<file path="src/rtl/experiment_pkg.sv">
// Shared definitions for the experiment event logger: event bit positions,
// record layout and record width.
package experiment_pkg;

    localparam int EV_DET_RISE     = 0;
    localparam int EV_DET_FALL     = 1;
    localparam int EV_TRIG_RISE    = 2;
    localparam int EV_TRIG_FALL    = 3;
    localparam int EV_READY_FALL   = 4;
    localparam int EV_READY_RISE   = 5;
    localparam int EV_STATE_CHANGE = 6;
    localparam int EV_COUNT        = 7;

    localparam int REC_WIDTH = 48;

    typedef struct packed {
        logic                rsvd;
        logic [EV_COUNT-1:0] event_mask;
        logic [7:0]          state;
        logic [31:0]         timestamp;
    } record_t;

endpackage

</file>
<file path="src/rtl/event_fifo.sv">
// Synchronous show-ahead FIFO with occupancy count; clear has priority over
// any simultaneous write or read.
module event_fifo #(
    parameter int DEPTH = 16,
    parameter int WIDTH = 48
) (
    input  logic                     clock,
    input  logic                     reset_signal,
    input  logic                     clear,
    input  logic                     wr_en,
    input  logic                     rd_en,
    input  logic [WIDTH-1:0]         wr_data,
    output logic [WIDTH-1:0]         rd_data,
    output logic [$clog2(DEPTH):0]   count,
    output logic                     full,
    output logic                     empty
);

    localparam int AW = $clog2(DEPTH);
    localparam logic [AW:0] FULL_COUNT = DEPTH[AW:0];

    logic [WIDTH-1:0] mem [DEPTH];
    logic [AW-1:0]    wr_ptr;
    logic [AW-1:0]    rd_ptr;
    logic             do_wr;
    logic             do_rd;

    assign empty   = (count == '0);
    assign full    = (count == FULL_COUNT);
    assign do_rd   = rd_en && !empty;
    assign do_wr   = wr_en && (!full || do_rd);
    assign rd_data = mem[rd_ptr];

    // NOTE: storage has no reset; only pointers and count define what is valid.
    always_ff @(posedge clock) begin
        if (do_wr && !clear) begin
            mem[wr_ptr] <= wr_data;
        end
    end

    // Power-of-two depth lets the pointers wrap by natural overflow.
    always_ff @(posedge clock) begin
        if (!reset_signal || clear) begin
            wr_ptr <= '0;
            rd_ptr <= '0;
            count  <= '0;
        end else begin
            if (do_wr) wr_ptr <= wr_ptr + AW'(1);
            if (do_rd) rd_ptr <= rd_ptr + AW'(1);
            case ({do_wr, do_rd})
                2'b10:   count <= count + (AW+1)'(1);
                2'b01:   count <= count - (AW+1)'(1);
                default: count <= count;
            endcase
        end
    end

endmodule

</file>
<file path="src/rtl/experiment_event_logger.sv">
// Timestamped event logger: edge-detects experiment-phase signals and the
// synchronized detector status, packing simultaneous events into one record.
module experiment_event_logger
    import experiment_pkg::*;
#(
    parameter int FIFO_DEPTH = 16,
    parameter int TS_WIDTH   = 32
) (
    input  logic                        clock,
    input  logic                        reset_signal,
    input  logic                        arm,
    input  logic [7:0]                  scenario_state,
    input  logic                        detonation_signal,
    input  logic                        output_trigger,
    input  logic                        detector_ready,
    input  logic                        clear_log,
    input  logic                        rd_ack,
    output logic                        rd_valid,
    output logic [REC_WIDTH-1:0]        rd_data,
    output logic [$clog2(FIFO_DEPTH):0] fifo_count,
    output logic                        overflow,
    output logic [7:0]                  dropped_count,
    output logic [TS_WIDTH-1:0]         timestamp
);

    logic                ready_meta;
    logic                ready_sync;
    logic                ready_q;
    logic                detonation_q;
    logic                trigger_q;
    logic                arm_q;
    logic [7:0]          state_q;
    logic                primed;
    logic [EV_COUNT-1:0] event_mask;
    logic                log_write;
    logic                arm_rise;
    logic                drop;
    logic                full;
    logic                empty;
    record_t             rec;

    // History is captured for one cycle after reset before any edge counts.
    // NOTE: sequential state uses non-blocking assignments so every flop samples pre-edge values.
    always_ff @(posedge clock) begin
        if (!reset_signal) begin
            ready_meta   <= 1'b0;
            ready_sync   <= 1'b0;
            ready_q      <= 1'b0;
            detonation_q <= 1'b0;
            trigger_q    <= 1'b0;
            arm_q        <= 1'b0;
            state_q      <= '0;
            primed       <= 1'b0;
        end else begin
            ready_meta   <= detector_ready;
            ready_sync   <= ready_meta;
            ready_q      <= ready_sync;
            detonation_q <= detonation_signal;
            trigger_q    <= output_trigger;
            arm_q        <= arm;
            state_q      <= scenario_state;
            primed       <= 1'b1;
        end
    end

    always_comb begin
        // NOTE: defaults first keep this block free of inferred latches.
        event_mask = '0;
        if (primed) begin
            event_mask[EV_DET_RISE]     = detonation_signal & ~detonation_q;
            event_mask[EV_DET_FALL]     = ~detonation_signal & detonation_q;
            event_mask[EV_TRIG_RISE]    = output_trigger & ~trigger_q;
            event_mask[EV_TRIG_FALL]    = ~output_trigger & trigger_q;
            event_mask[EV_READY_FALL]   = ~ready_sync & ready_q;
            event_mask[EV_READY_RISE]   = ready_sync & ~ready_q;
            event_mask[EV_STATE_CHANGE] = (scenario_state != state_q);
        end
    end

    assign log_write = arm && (event_mask != '0);
    assign arm_rise  = primed && arm && !arm_q;
    // A full buffer with a simultaneous pop still accepts the record.
    assign drop      = log_write && !clear_log && full && !rd_ack;

    assign rec.rsvd       = 1'b0;
    assign rec.event_mask = event_mask;
    assign rec.state      = scenario_state;
    assign rec.timestamp  = 32'(timestamp);

    event_fifo #(
        .DEPTH (FIFO_DEPTH),
        .WIDTH (REC_WIDTH)
    ) u_fifo (
        .clock        (clock),
        .reset_signal (reset_signal),
        .clear        (clear_log),
        .wr_en        (log_write),
        .rd_en        (rd_ack),
        .wr_data      (rec),
        .rd_data      (rd_data),
        .count        (fifo_count),
        .full         (full),
        .empty        (empty)
    );

    assign rd_valid = !empty;

    always_ff @(posedge clock) begin
        if (!reset_signal) begin
            timestamp     <= '0;
            overflow      <= 1'b0;
            dropped_count <= '0;
        end else begin
            if (arm_rise) begin
                timestamp <= '0;
            end else if (arm && !(&timestamp)) begin
                timestamp <= timestamp + TS_WIDTH'(1);
            end

            if (clear_log) begin
                overflow      <= 1'b0;
                dropped_count <= '0;
            end else if (drop) begin
                overflow <= 1'b1;
                if (dropped_count != 8'hFF) dropped_count <= dropped_count + 8'd1;
            end
        end
    end

endmodule

</file>
<file path="config.mk">
export PLATFORM = sky130hd
export DESIGN_NAME = experiment_event_logger
export DESIGN_NICKNAME = d
export VERILOG_FILES = /design/src/rtl/experiment_pkg.sv /design/src/rtl/event_fifo.sv /design/src/rtl/experiment_event_logger.sv
export SDC_FILE = /design/constraint.sdc
export NUM_CORES = 1
export LEC_CHECK = 0
export CAP_MARGIN = 40
export CORE_ASPECT_RATIO = 1.75
export CORE_MARGIN = 2
export CORE_UTILIZATION = 57
export CTS_BUF_LIST = sky130_fd_sc_hd__clkbuf_8
export CTS_CLUSTER_SIZE = 14
export DETAILED_ROUTE_END_ITERATION = 6
export PLACE_DENSITY_LB_ADDON = 0.1
export SLEW_MARGIN = 5
export SYNTH_ARGS = -nofsm -noshare
export SYNTH_HDL_FRONTEND = slang
export SYNTH_HIERARCHICAL = 1
export SYNTH_SLANG_ARGS = --single-unit
</file>
<file path="constraint.sdc">
create_clock -name clock -period 5.5 [get_ports clock]
set_clock_uncertainty 0.2 [all_clocks]
set_input_delay 1.375 -clock clock [delete_from_list [all_inputs] [get_ports clock]]
set_output_delay 1.375 -clock clock [all_outputs]
set_load 0.02 [all_outputs]
</file>
==> impl_metrics.toml, run 1 <==
[outcome]
status = "complete, no violations"

[finish]
final_layout_size_suffix_gt1_share_pct = 24.2
final_core_utilization_pct = 66.5
final_nets = 1887
fin_cells = 2715
syn_to_final_growth_pct = 15.1
fillCellCount = 3718

[timing]
worst_slew_pin_slew_ns = 0.947
rsz0062_at_grt = "no"
finalCritPeriodShare_pct = 93.3
fin_setup_tns_ns = 0
hold_viol = 0
maxSlewViolCount = 0
finalCriticalPeriod_ns = 5.13
finalSetupViolations = 0
fmax_mhz = 195
max_slew_margin_pct = 36.3

[critical_path]
cp_num_buf_inv = 2
cp_slowest_cell = "dfxtp_4"
cp_top_family = "buffers and inverters"
crit_type = "flop to output pin"
worstPathRequired_ns = 3.92
critPathArrivalTime_ns = 3.56
slowest_delay_ns = 0.80
crit_fanout = 30
cp-start-kind = "flop"
crit_chain = "buf_12, mux4_2, a22oi_1, nand2_1, clkdlybuf4s50_1"
end_kind = "output pin"

[floorplan]
die_x_um = 185
placeableCoreArea_um2 = 56300
fp.dieH_um = 320
rows = 115
start_util_pct = 57.8
dieArea_um2 = 59000
boundaryPins = 111

[routing]
wire_per_inst_um = 27.3
routed_wl_um = 74100
vias_per_cell = 6.15
detail-route-antenna-nets = 0
drc = 0
drt_iter0_markers = 1571
detail_route.first_pass.iterations = 6
via_count = 16697

[synth]
yosysSeqAreaShare_pct = 75.4
muxShareOfSynthArea_pct = 13.6
async_reset_ff_share_pct = 0
synth_area_leaders = "edfxtp_1, mux4_2, dfxtp_1"
synthMostInstantiatedCell = "edfxtp_1"
synth_top_family_by_area = "multiplexers"
netlist_area_um2 = 32500
synth_cells = 1632
synth_area_per_cell_um2 = 19.9
yosysTopAreaCell = "edfxtp_1"
ys_warn_count = 6
synth_top_area_share_pct = 70.9
synth-seq-cells = 841
ys.flop_type = "edfxtp_1"
yosys-top-cells-count = "edfxtp_1, mux4_2, a22oi_1"
synthAdderAreaFrac_pct = 0.446
synth_edf_count = 768
synth.distinct_cells = 65
synth_compound_area_share_pct = 3.98
synth_simple_gate_area_share_pct = 4.63
synth_xor_area_share_pct = 0.485

[clock_network]
clk_path_buf_depth = 3
cts_buffers = 113
cts_tree = "built"
ctsHoldBuffers = 0
clk_root_buffer_cell = "clkbuf_8"
ctsResizeCount = 0
htreeDepth = 3
cts_sinks = 841
cts_setup_buffers = 0
clkLatencyLatePin_ns = 0.72
clk_pin_slew_worst_paths_ns = 0.07

[grt]
grt_first_pass_wirelength_um = 111000
gr-total-overflow = 0
grt_pass1_vias = 17735
grt_usage_pct = 26.0
grt_max_degree = 66
antenna_found_initial = 1

[power]
finalPower_mw = 11.8
powerDensity_nw_per_um2 = 314
vdd_drop_max_v = 0.000236
leakage_nw = 12.3

[worst_hold_path]
hp-class = "flop to flop"

[placement]
placed_cells = 2505
dp_hpwl_um = 42700
gp_congestion = 0.869
io_buffers = 110

[run]
max_cap_violations = 0
==> where the power goes <==
group,leakage (nW),internal (mW),switching [mW]
clock,1.21,2.33,2.28
combinational,2.98,0.0877,0.132
sequential,8.13,6.92,0.0120
total,12.3,9.33,2.42
==> stage by stage <==
stage	worst slack [ns]	hold WS (ns)	area, um2
after floorplan	0.154	0.212	32600
after global placement	0.409	0.234	35200
after detailed placement	0.354	0.228	35200
after CTS	0.268	0.248	37400
after global routing	0.122	0.259	37400
final	0.369	0.244	37400
==> worst paths after layout <==
path / startpoint / endpoint / slack (ns) / cells after the start
worst min-delay path: ready_meta / ready_sync / 0.24 / 1
worst max-delay path: flop / rd_data[6] / 0.37 / 5
worst min register to register: ready_meta / ready_sync / 0.24 / 1
worst max register to register: timestamp[13] / timestamp[3] / 1.86 / 6
==> layer usage <==
layer | share of wire, % | wire length, um | vias to the layer above | global-route usage [%]
met3 | 5.3 | 3960 | 115 | 3.50
met1 | 39 | 28600 | 8769 | 33.2
li1 | - | - | 7201 | -
met4 | 2.4 | 1750 | 0 | 8.64
met5 | 0 | 0 | - | 0
met2 | 54 | 39800 | 612 | 45.9
==> cell families (layout without fill, tap and decap cells) <==
family | after synthesis | in the layout
multiplexers | 201 | 201
adder cells (fa/ha/maj) | 11 | 11
buffers and inverters | 97 | 402
AND/OR/NAND/NOR | 284 | 284
other | 1 | 19
AO/OA/AOI/OAI | 179 | 179
flip-flops | 841 | 841
XOR/XNOR | 18 | 18
==> layout by cell type, fill, tap and decap left out, types with 10 or more instances in the layout <==
cell,count
o211ai_1,11
and2_1,15
conb_1,16
mux4_2,192
dfxtp_1,71
buf_4,48
ha_1,10
nor2_4,17
nand3_1,17
a22oi_1,96
or4_1,14
nand4_1,17
or3_1,15
nor2_1,33
o21ai_0,19
clkbuf_8,121
buf_12,23
clkinv_2,29
clkdlybuf4s50_1,110
xor2_1,16
clkinv_1,22
a21oi_1,22
edfxtp_1,768
inv_1,33
nand2_1,90
==> registers in the layout, indices dropped and copies added, names as in the netlist, named ones only <==
register	count
u_fifo/mem	768
timestamp	32
dropped_count	8
state_q	8
u_fifo/count	5
u_fifo/rd_ptr	4
u_fifo/wr_ptr	4
arm_q	1
detonation_q	1
overflow	1
primed	1
ready_meta	1
ready_q	1
ready_sync	1
trigger_q	1
==> area by class of cell <==
class                           count  area [um2]  share of cell area [%]
Inverter                           14        52.6                   0.140
Sequential cell                   841       24500                    65.6
Clock buffer                      121        1670                    4.45
Antenna cell                        3        7.51                  0.0201
Multi-Input combinational cell    709        7730                    20.7
Tap cell                          760         951                    2.54
Timing Repair Buffer              181        1920                    5.14
Clock inverter                     86         557                    1.49
(Power assumes the default switching activity.)
==> run 2, diff against run 1 <==
CORE_ASPECT_RATIO = default   (was 1.75)
==> run 2 against run 1 <==
Hold slack got worse by 0.010 ns. Critical endpoint is now rd_data[16]. Register-to-register slack better by 0.09 ns. First-iteration DRC count shrank 6.5%. Fmax grew 2.3%. Cell count grew 1.4%. Critical path depth stayed put. Die area fell by 0.13%. Core utilization grew 0.60 points.
==> impl_metrics.toml, run 2 (same netlist as run 1, synthesis figures left out) <==
[outcome]
status = "complete, no violations"

[power]
internal-power_mw = 9.57
power.clock.fraction_pct = 40.8
switchingPower_mw = 2.51
pwr-share-comb_pct = 1.8
vdd_drop_max_v = 0.000228
switching_share_pct = 20.8
finalPower_mw = 12.1
seqPwrFrac_pct = 57.4
powerDensity_nw_per_um2 = 319
leakage_nw = 12.6

[finish]
syn_to_final_growth_pct = 16.4
largest_reg_flops = 768
top_regs = "u_fifo/mem (768), timestamp (32)"
design_area_um2 = 37800
final_layout_size_suffix_gt1_share_pct = 24.2
final_core_utilization_pct = 67.1
final_nets = 1919
layout.cells.most_common = "edfxtp_1"
final_cell_mix = "edfxtp_1, mux4_2, clkbuf_8"
fillCellCount = 3746
regMostFlops = "u_fifo/mem"

[floorplan]
start_util_pct = 57.7
die_x_um = 243
dieArea_um2 = 59000
placeableCoreArea_um2 = 56400
rows = 87
fp.dieH_um = 243
boundaryPins = 111

[run]
max_cap_violations = 0

[clock_network]
cts_buffers = 135
ctsHoldBuffers = 0
cts_setup_buffers = 0
cts_sinks = 841
htreeDepth = 4
ctsResizeCount = 0
clkLatencyLatePin_ns = 0.78
clk_path_buf_depth = 3
cts_tree = "built"
clk_root_buffer_cell = "clkbuf_8"
clk_pin_slew_worst_paths_ns = 0.06

[timing]
maxSlewViolCount = 0
finalSetupViolations = 0
fin_setup_tns_ns = 0
worst_slew_pin_slew_ns = 0.934
finalCritPeriodShare_pct = 91.2
hold_viol = 0
hold_slack_ns = 0.233
fmax_mhz = 199
max_slew_margin_pct = 37.6
rsz0062_at_grt = "no"
finalCriticalPeriod_ns = 5.02

[critical_path]
crit_fanout = 62
cp-start-kind = "flop"
worstPathRequired_ns = 3.92
crit_type = "flop to output pin"
end_kind = "output pin"
critPathArrivalTime_ns = 3.44

[grt]
gr-total-overflow = 0
grt.busiest_layer = "met2"
grt_first_pass_wirelength_um = 110000
met3_usage_pct = 5.25
grt_pass1_vias = 17826
grt_usage_pct = 25.3
met1_usage_pct = 36.1
met2_usage_pct = 40.3
grt_max_degree = 63
antenna_found_initial = 2

[routing]
via_count = 16994
wire_per_inst_um = 26.2
detail_route.first_pass.iterations = 5
drt_iter0_markers = 1469
vias_per_cell = 6.17
routed_wl_um = 72200
drc = 0
detail-route-antenna-nets = 0

[placement]
io_buffers = 110
dp_hpwl_um = 41600
gp_congestion = 0.794
dpl_cell_area_um2 = 35300

[worst_hold_path]
hp-class = "flop to flop"
[run 2: cell count changes in the layout (fill, tap and decap cells not counted), moves of 3 or more]
| cell | previous run | this run |
|---|---|---|
| clkbuf_8 | 121 | 148 |
| bufinv_16 | 6 | 2 |
| clkinv_2 | 29 | 8 |
| buf_8 | 0 | 3 |
| inv_1 | 33 | 60 |
| buf_12 | 23 | 27 |
| clkinv_1 | 22 | 28 |
[run 2: power groups by stage]
stage | sequential, mW | clock [mW] | combinational, mW
3_5_place_dp | 7.06 | 0 | 0.222
3_3_place_gp | 7.06 | 0 | 0.216
5_1_grt | 6.93 | 5.31 | 0.240
6_report | 6.93 | 4.93 | 0.220
2_1_floorplan | 7.07 | 0 | 0.119
4_1_cts | 6.93 | 5.03 | 0.223
[run 2: layout make-up]
cell class              instances  area [um2]  share of cell area, %
inverters                      14        52.6                  0.139
multi-input cells             709        7730                   20.4
flip-flops and latches        841       24500                   64.8
well taps                     756         946                   2.50
clock inverters                93         448                   1.18
diodes                          1        2.50                0.00661
clock buffers                 148        2040                   5.38
repair buffers                191        2090                   5.52
[run 2: metrics by stage]
| stage | cells | setup WS, ns |
|---|---|---|
| finish | 2753 | 0.484 |
| global route | 2753 | 0.253 |
| CTS | 2751 | 0.354 |
| detailed placement | 2510 | 0.265 |
| global placement | 2505 | 0.311 |
| floorplan | 1647 | 0.154 |
[run 2: path summary, 6_finish.rpt]
| path | to | cells past startpoint | slack [ns] | from |
|---|---|---|---|---|
| setup / recovery | rd_data[16] | 5 | 0.48 | flop |
| hold / removal | ready_sync | 1 | 0.23 | ready_meta |
| setup reg to reg | u_fifo/count[4] | 13 | 1.95 | state_q[0] |
| hold reg to reg | ready_sync | 1 | 0.23 | ready_meta |
[run 2: critical path, stage by stage (launching register included)]
cell	delay (ns)
dfxtp_4	0.52
buf_12	0.45
mux4_2	0.59
a22oi_1	0.37
nand2_1	0.13
clkdlybuf4s50_1	0.56
[run 2: layer usage]
| metal | vias up | wire length [um] | share of wire [%] |
|---|---|---|---|
| li1 | 7294 | - | - |
| met1 | 8955 | 30800 | 43 |
| met2 | 653 | 35100 | 49 |
| met3 | 92 | 4920 | 6.8 |
| met4 | 0 | 1340 | 1.9 |
| met5 | - | 0 | 0 |
==> run 3, diff against run 2 <==
CTS_CLUSTER_DIAMETER = 30   (was default)
HOLD_SLACK_MARGIN = 0.08   (was default)
==> run 3 against run 2 <==
Design area rose by 2.0%. Register-to-register slack barely moved. Clock power grew 25%. First-iteration DRC count up 4.8%. Combinational power about the same. Hold slack improved by 0.0059 ns. Critical path depth unchanged. Via count rose by 0.98%. Cell count up 1.2%. Non-clock buffer count unchanged. Routed wire length is 0.70% higher. Largest power group unchanged.
==> impl_metrics.toml, run 3 (same netlist as run 1, synthesis figures left out) <==
[power]
leakage_nw = 12.9
switchingPower_mw = 2.77
powerDensity_nw_per_um2 = 345
seqPwrFrac_pct = 52.1
pwr-share-comb_pct = 1.7
internal-power_mw = 10.5
switching_share_pct = 20.9
power.clock.fraction_pct = 46.2
vdd_drop_max_v = 0.000272

[floorplan]
boundaryPins = 111
die_x_um = 243
start_util_pct = 57.7
fp.dieH_um = 243
rows = 87
placeableCoreArea_um2 = 56400
dieArea_um2 = 59000

[critical_path]
crit_chain = "buf_12, mux4_2, a22oi_1, nand2_1, clkdlybuf4s50_1"
cp_num_buf_inv = 2
cp_slowest_cell = "mux4_2"
cp_top_family = "buffers and inverters"
end_kind = "output pin"
worst-r2r-setup-slack_ns = 1.96
worstRegToRegCells = 13
critPathArrivalTime_ns = 3.44
reg2reg_to = "u_fifo/count[4]"
crit_type = "flop to output pin"
worstPathRequired_ns = 3.92
cp-start-kind = "flop"
timing.rr.start = "state_q[0]"
slowest_delay_ns = 0.59
crit_fanout = 62

[clock_network]
clk_path_buf_depth = 3
cts_setup_buffers = 0
cts_sinks = 841
clk_pin_slew_worst_paths_ns = 0.06
clk_root_buffer_cell = "clkbuf_8"
cts_buffers = 150
cts_tree = "built"
clkLatencyLatePin_ns = 0.80
htreeDepth = 4
ctsHoldBuffers = 0
ctsResizeCount = 0

[placement]
dp_hpwl_um = 41600
gp_congestion = 0.794
dp_slack_ns = 0.265
placed_cells = 2510
io_buffers = 110

[grt]
grt_pass1_vias = 17973
grt_max_degree = 63
antenna_found_initial = 2
grt_usage_pct = 25.5
gr-total-overflow = 0
grt_first_pass_wirelength_um = 111000

[finish]
layout.cells.most_common = "edfxtp_1"
top_regs = "u_fifo/mem (768), timestamp (32)"
fin_cells = 2786
syn_to_final_growth_pct = 18.7
largest_reg_flops = 768
final_nets = 1934
final_cell_mix = "edfxtp_1, mux4_2, clkbuf_8"
regMostFlops = "u_fifo/mem"
final_layout_size_suffix_gt1_share_pct = 26.8

[routing]
detail_route.first_pass.iterations = 5
detail-route-antenna-nets = 0
drc = 0
routed_wl_um = 72700
vias_per_cell = 6.16
drt_iter0_markers = 1539
wire_per_inst_um = 26.1
via_count = 17161

[timing]
finalCriticalPeriod_ns = 5.01
hold_viol = 0
maxSlewViolCount = 0
worst_slew_pin_slew_ns = 0.953
hold_slack_ns = 0.239
fmax_mhz = 199
finalSetupViolations = 0
max_slew_margin_pct = 36.3
finalCritPeriodShare_pct = 91.1
fin_ws_ns = 0.487
fin_setup_tns_ns = 0
rsz0062_at_grt = "no"

[run]
max_cap_violations = 0

[worst_hold_path]
hp-class = "flop to flop"
hold_end = "ready_sync"
min_from = "ready_meta"
hold_depth = 1

[outcome]
status = "complete, no violations"
[run 3: cell types whose count changed in the layout (fill, tap and decap cells not counted), sizes merged]
| cell | delta |
|---|---|
| clkbuf | +7 |
| inv | -19 |
| clkinvlp | +8 |
| bufinv | +16 |
| clkinv | +21 |
[run 3: worst max path at each step]
| stage | from | to | slack [ns] | cells past startpoint |
|---|---|---|---|---|
| 2_1_floorplan | output_trigger | u_fifo/mem[12][0] | 0.15 | 9 |
| 3_3_place_gp | scenario_state[0] | u_fifo/count[4] | 0.31 | 14 |
| 3_5_place_dp | scenario_state[0] | u_fifo/mem[4][42] | 0.26 | 12 |
| 4_1_cts | flop | rd_data[16] | 0.36 | 5 |
| 5_1_grt | flop | rd_data[16] | 0.28 | 5 |
| 6_report | flop | rd_data[16] | 0.49 | 5 |
[run 3: layer usage]
layer	wire (um)	up-vias	track usage (%)
li1	-	7342	-
met1	31300	9053	36.2
met2	35600	673	40.8
met3	4390	93	4.57
met4	1370	0	8.41
met5	0	-	0
[run 3: worst reg2reg max path, cell delays in order, from the launching register on]
cell,delay (ns)
dfxtp_1,0.30
xor2_1,0.17
nor4_1,0.47
buf_4,0.21
and3_1,0.20
buf_12,0.13
nor2_1,0.06
nor2b_1,0.20
o21ai_4,0.10
fa_1,0.40
nand2b_1,0.18
a21o_1,0.17
a2111o_1,0.35
a211o_1,0.26
[run 3: power by group through the flow]
| stage | registers, mW | clock network (mW) | logic [mW] |
|---|---|---|---|
| global placement | 7.06 | 0 | 0.216 |
| global route | 6.93 | 6.55 | 0.240 |
| finish | 6.93 | 6.15 | 0.220 |
| CTS | 6.93 | 6.28 | 0.223 |
| detailed placement | 7.06 | 0 | 0.222 |
| floorplan | 7.07 | 0 | 0.119 |
[run 3: per-stage QoR]
stage	util, %	area (um2)	power (mW)
2_1_floorplan	-	32600	7.18
3_3_place_gp	62.5	35300	7.28
3_5_place_dp	62.7	35300	7.28
4_1_cts	68.4	38600	13.4
5_1_grt	68.4	38600	13.7
6_report	68.4	38600	13.3
[run 3: layout make-up]
| type | count | area, um2 |
|---|---|---|
| Multi-Input combinational cell | 709 | 7730 |
| Tap cell | 756 | 946 |
| Fill cell | 3660 | 17800 |
| Inverter | 14 | 52.6 |
| Clock inverter | 119 | 1080 |
| Timing Repair Buffer | 191 | 2100 |
| Sequential cell | 841 | 24500 |
| Clock buffer | 155 | 2130 |
| Antenna cell | 1 | 2.50 |
